==> src/rtl/video_pkg.sv <==
// Shared types and timing helpers for the raster generator.
// Regions on each axis are ordered active, front porch, sync, back porch.
package video_pkg;

  typedef enum logic [1:0] {IDLE, ACTIVE, DRAIN} state_t;

  typedef struct packed {
    int active;
    int fp;
    int sync;
    int bp;
  } timing_t;

  typedef struct packed {
    int total;
    int sync_start;
    int sync_end;
  } bounds_t;

  function automatic bounds_t calc_bounds(input timing_t t);
    bounds_t b;
    b.total      = t.active + t.fp + t.sync + t.bp;
    b.sync_start = t.active + t.fp;
    b.sync_end   = t.active + t.fp + t.sync;
    return b;
  endfunction

endpackage

==> src/rtl/video_counter.sv <==
// Wrapping counter 0..MAX-1 with hold-at-zero clear and terminal-count flag.
// Latency: value updates one clock after en; tc is combinational from value.
// Backpressure: none; en simply gates the count.
module video_counter #(
  parameter int MAX = 8,
  parameter int W   = (MAX > 1) ? $clog2(MAX) : 1
) (
  input  logic         clk,
  input  logic         rst,
  input  logic         en,
  input  logic         clr,
  output logic         tc,
  output logic [W-1:0] value
);

  assign tc = (value == W'(MAX - 1));

  always_ff @(posedge clk) begin
    if (rst || clr) begin
      value <= '0;
    end else if (en) begin
      value <= tc ? '0 : value + 1'b1;
    end
  end

endmodule

==> src/rtl/video_timing_gen.sv <==
// Raster timing generator with pixel pull, underflow fill and 36-bit packing.
// Latency: all HDMI_* outputs, frame_start and underflow lag the counters by 1 clock.
// Backpressure: the raster never stalls; a missing pixel is sent as black and flagged.
module video_timing_gen
  import video_pkg::*;
#(
  parameter int   H_ACTIVE   = 720,
  parameter int   H_FP       = 16,
  parameter int   H_SYNC     = 62,
  parameter int   H_BP       = 60,
  parameter int   V_ACTIVE   = 480,
  parameter int   V_FP       = 9,
  parameter int   V_SYNC     = 6,
  parameter int   V_BP       = 30,
  parameter logic HS_POL     = 1'b0,
  parameter logic VS_POL     = 1'b0,
  parameter int   COMP_W     = 8,
  parameter int   OUT_COMP_W = 12
) (
  input  logic                    clk,
  input  logic                    rst,
  input  logic                    run,
  input  logic [3*COMP_W-1:0]     pix_data,
  input  logic                    pix_valid,
  output logic                    pix_rdy,
  input  logic                    underflow_clr,
  output logic [3*OUT_COMP_W-1:0] HDMI_DATA,
  output logic                    HDMI_HSYNC,
  output logic                    HDMI_VSYNC,
  output logic                    HDMI_EN,
  output logic                    frame_start,
  output logic                    underflow,
  output logic                    busy
);

  localparam timing_t H_T = '{active: H_ACTIVE, fp: H_FP, sync: H_SYNC, bp: H_BP};
  localparam timing_t V_T = '{active: V_ACTIVE, fp: V_FP, sync: V_SYNC, bp: V_BP};
  localparam bounds_t H_B = calc_bounds(H_T);
  localparam bounds_t V_B = calc_bounds(V_T);
  localparam int HW = $clog2(H_B.total);
  localparam int VW = $clog2(V_B.total);

  state_t          state, state_nxt;
  logic [HW-1:0]   h;
  logic [VW-1:0]   v;
  logic            h_tc, v_tc, running;
  logic            h_act, v_act, hs_on, vs_on;
  logic [3*OUT_COMP_W-1:0] packed_pix;

  assign running = (state != IDLE);
  assign busy    = running;

  video_counter #(.MAX(H_B.total), .W(HW)) u_hcnt (
    .clk(clk), .rst(rst), .en(running), .clr(!running), .tc(h_tc), .value(h)
  );

  video_counter #(.MAX(V_B.total), .W(VW)) u_vcnt (
    .clk(clk), .rst(rst), .en(running && h_tc), .clr(!running), .tc(v_tc), .value(v)
  );

  always_ff @(posedge clk) begin
    if (rst) state <= IDLE;
    else     state <= state_nxt;
  end

  // A re-raised run wins even on the last cycle so the frame period has no gap.
  always_comb begin
    state_nxt = state;
    case (state)
      IDLE:    if (run) state_nxt = ACTIVE;
      ACTIVE:  if (!run) state_nxt = DRAIN;
      DRAIN: begin
        if (run)               state_nxt = ACTIVE;
        else if (h_tc && v_tc) state_nxt = IDLE;
      end
      default: state_nxt = IDLE;
    endcase
  end

  always_comb begin
    h_act = int'(h) < H_B.sync_start - H_FP;
    v_act = int'(v) < V_B.sync_start - V_FP;
    hs_on = running && (int'(h) >= H_B.sync_start) && (int'(h) < H_B.sync_end);
    vs_on = running && (int'(v) >= V_B.sync_start) && (int'(v) < V_B.sync_end);
  end

  assign pix_rdy = running && h_act && v_act;

  // Left-align each component; R ends up in the MSBs because pix_data is {R,G,B}.
  always_comb begin
    packed_pix = '0;
    for (int i = 0; i < 3; i++) begin
      packed_pix[i*OUT_COMP_W +: OUT_COMP_W] =
        OUT_COMP_W'(pix_data[i*COMP_W +: COMP_W]) << (OUT_COMP_W - COMP_W);
    end
  end

  always_ff @(posedge clk) begin
    if (rst) begin
      HDMI_DATA   <= '0;
      HDMI_EN     <= 1'b0;
      HDMI_HSYNC  <= ~HS_POL;
      HDMI_VSYNC  <= ~VS_POL;
      frame_start <= 1'b0;
      underflow   <= 1'b0;
    end else begin
      HDMI_DATA   <= (pix_rdy && pix_valid) ? packed_pix : '0;
      HDMI_EN     <= pix_rdy;
      HDMI_HSYNC  <= hs_on ? HS_POL : ~HS_POL;
      HDMI_VSYNC  <= vs_on ? VS_POL : ~VS_POL;
      frame_start <= running && (h == '0) && (v == '0);
      underflow   <= (pix_rdy && !pix_valid) || (underflow && !underflow_clr);
    end
  end

endmodule
==> config.mk <==
export PLATFORM = sky130hd
export DESIGN_NAME = video_timing_gen
export DESIGN_NICKNAME = d
export VERILOG_FILES = /design/src/rtl/video_pkg.sv /design/src/rtl/video_counter.sv /design/src/rtl/video_timing_gen.sv
export SDC_FILE = /design/constraint.sdc
export NUM_CORES = 1
export LEC_CHECK = 0
export BUFFER_PORTS_ARGS = -buffer_cell sky130_fd_sc_hd__buf_4
export CORE_MARGIN = 8
export CORE_UTILIZATION = 49
export CTS_CLUSTER_DIAMETER = 200
export DETAILED_ROUTE_END_ITERATION = 7
export PLACE_DENSITY_LB_ADDON = 0.25
export REMOVE_ABC_BUFFERS = 1
export SETUP_SLACK_MARGIN = 0.3
export SLEW_MARGIN = 0
export SYNTH_ARGS = -nofsm -noshare
export SYNTH_HDL_FRONTEND = slang
export SYNTH_SLANG_ARGS = --single-unit
==> constraint.sdc <==
create_clock -name clk -period 2.2 [get_ports clk]
set_input_delay 0.44 -clock clk [delete_from_list [all_inputs] [get_ports clk]]
set_output_delay 0.44 -clock clk [all_outputs]
set_load 0.02 [all_outputs]
==> results_dict.tcl <==
set metrics [dict create \
    status "finished clean" \
    grt_first_pass_wirelength_um 7803 \
    globalRouteTotalUtil 0.1501 \
    ctsLongestPathBuffers 2 \
    drv_slew 0 \
    wl_um 4650 \
    core_um2 4294 \
    syn_area_per_cell_um2 9.580 \
    grt_overflow_total 0 \
    max_cap_violations 0 \
    synth-edff-count 0 \
    wl_per_cell_um 13.72 \
    row_count 24 \
    chipHeight_um 82.18 \
    cp.arrival_ns 1.36 \
    ctsHoldBuffers 0 \
    yosys_most_used_dff "dfxtp_1" \
    worst_ep_required_time_ns 1.76 \
    ys_seq_elements 51 \
    place_inst 329 \
    netlist_area_um2 2146 \
    timing.hold.ws_ns 0.2928 \
    fmax_mhz 554.1 \
    synthDistinctLibCells 47 \
    dr.pass1.iters 6 \
    final_cell_mix "buf_4 (63), dfxtp_1 (47), and2_1 (24)" \
    cp_slowest_stage_delay_ns 0.51 \
    viasPerCell 4.906 \
    crit_chain "o2111ai_1, nand4_1, inv_1, buf_4" \
    finClkSkew_ns 0.004759 \
    first_iter_violations 75 \
    worst_ir_drop_vdd_mv 0.4592 \
    synth_top_area_frac 0.4758 \
    final_nets 322 \
    drive_gt1_frac 0.3031 \
    setup_tns_ns 0 \
    worstPathMaxFanout 8 \
    die_area_um2 6753 \
    fin_crit_ns 1.805 \
    hold_viol_final 0 \
    rsz0062_at_grt "false" \
    cts_buffers 5 \
    async_flop_share 0 \
    syn_to_final_growth_pct 25.77 \
    yosysSeqAreaShare 0.4758 \
    htree_levels 2 \
    start_util 0.4997 \
    leakage_nw 1.141 \
    hold_path.class "in -> reg" \
    yosysWarnings 0 \
    startpoint_type "flip-flop" \
    routabilityCongestion 0.8281 \
    finish.utilization 0.6285 \
    die_width_um 82.18 \
    p_per_area_nw_per_um2 603.0 \
    vias 1663 \
    grt_pass1_vias 1672 \
    synth_area_leaders "dfxtp_1 (48%), and2_1 (7.0%), buf_4 (4.5%)" \
    cts.sinks 51 \
    fin_cells 339 \
    cp-end-kind "output port" \
    synthCells 224 \
    diodes 0 \
    grt_max_degree 17 \
    clkTransAtPathRegs_ns 0.09 \
    io_buffers 59 \
    netlist.top_cell.by_area "dfxtp_1" \
    critPathSlowestCell "dfxtp_1" \
    root_buffer "clkbuf_8" \
    final_common_cell "buf_4" \
    clk_latency_ns 0.30 \
    path_class "reg -> out" \
    drc 0 \
    grt_antenna_before_repair 0 \
    finalCritPeriodShare 0.8203 \
    hpwl_um 3660 \
    ant_nets 0 \
    cts_tree "done" \
    pin_count 72 \
    setup_viol 0 \
]
## metrics by stage
| step | total power, W | area (µm²) | setup slack (ns) |
|---|---|---|---|
| floorplan | 0.001035 | 2056 | 0.5429 |
| global placement | 0.001109 | 2579 | 0.4634 |
| detailed placement | 0.001111 | 2579 | 0.3653 |
| CTS | 0.001648 | 2678 | 0.3248 |
| global route | 0.001704 | 2699 | 0.3072 |
| finish | 0.001628 | 2699 | 0.3953 |
## path summary, 6_finish.rpt
kind	slack (ns)	end	startpoint	depth (start not counted)
min reg2reg	0.50	HDMI_HSYNC	u_hcnt.value[9]	1
min	0.29	state[1]	run	2
max	0.40	pix_rdy	u_hcnt.value[6]	4
max reg2reg	0.40	u_vcnt.value[7]	u_hcnt.value[0]	6
## logic make-up after synthesis
| kind of cell | count (synthesis) | share of synthesized area |
|---|---|---|
| buf+inv | 30 | 0.08046 |
| other cells | 1 | 0.001748 |
| simple gates | 97 | 0.2787 |
| fa+ha+maj | 7 | 0.04081 |
| flops | 51 | 0.4758 |
| compound gates | 30 | 0.08980 |
| xor+xnor | 8 | 0.03265 |
## area by class of cell
| cell class | count | area, µm² |
|---|---|---|
| tap | 52 | 65.06 |
| clock inverter | 2 | 16.27 |
| inverter | 11 | 41.29 |
| clock buffer | 6 | 72.57 |
| fill | 379 | 1595 |
| timing repair buffer | 63 | 473.0 |
| sequential | 51 | 1026 |
| multi-input combinational | 154 | 1005 |
## Yosys cell counts, types with 3 or more instances
cell,n
inv_1,11
nand3_1,10
xnor2_1,4
or3_1,3
xor2_1,4
and2_1,24
nand2_1,8
nor4_1,3
o21ai_0,7
buf_4,13
a21oi_1,10
buf_2,3
and3_1,3
dfxtp_1,51
nand4_1,8
ha_1,7
nor2b_1,4
nor2_1,14
## routing by layer
metal	wire, µm	up-vias	share of wire	track usage
met4	68	0	0.015	0.06316
met1	1850	726	0.40	0.1635
met5	0	-	0	0
met2	2035	66	0.44	0.2242
li1	-	866	-	-
met3	697	5	0.15	0.1006
## critical path, delay by kind of cell, from the launching register on
family / cells / cell delay (ns)
flops: 1 / 0.51
buf+inv: 2 / 0.21
simple gates: 1 / 0.18
compound gates: 1 / 0.16
## sequential cells by signal, indices dropped and copies added, names as in the netlist
name	count
HDMI_DATA	24
HDMI_EN	1
HDMI_HSYNC	1
HDMI_VSYNC	1
frame_start	1
state	2
u_hcnt.value	10
u_vcnt.value	10
underflow	1
## power by group
part	internal (W)	switching, W
Clock	0.000229	0.000306
Combinational	0.0000695	0.0000765
Sequential	0.000938	0.00000856
## timing repair
item | 4_1_cts | 5_1_grt
setup buffers | 1 | 1
gates resized for setup | 1 | 6
setup endpoints to repair | 1 | 4
pin swaps | 1 | 2
No activity file was read; power rests on OpenSTA's default activity.
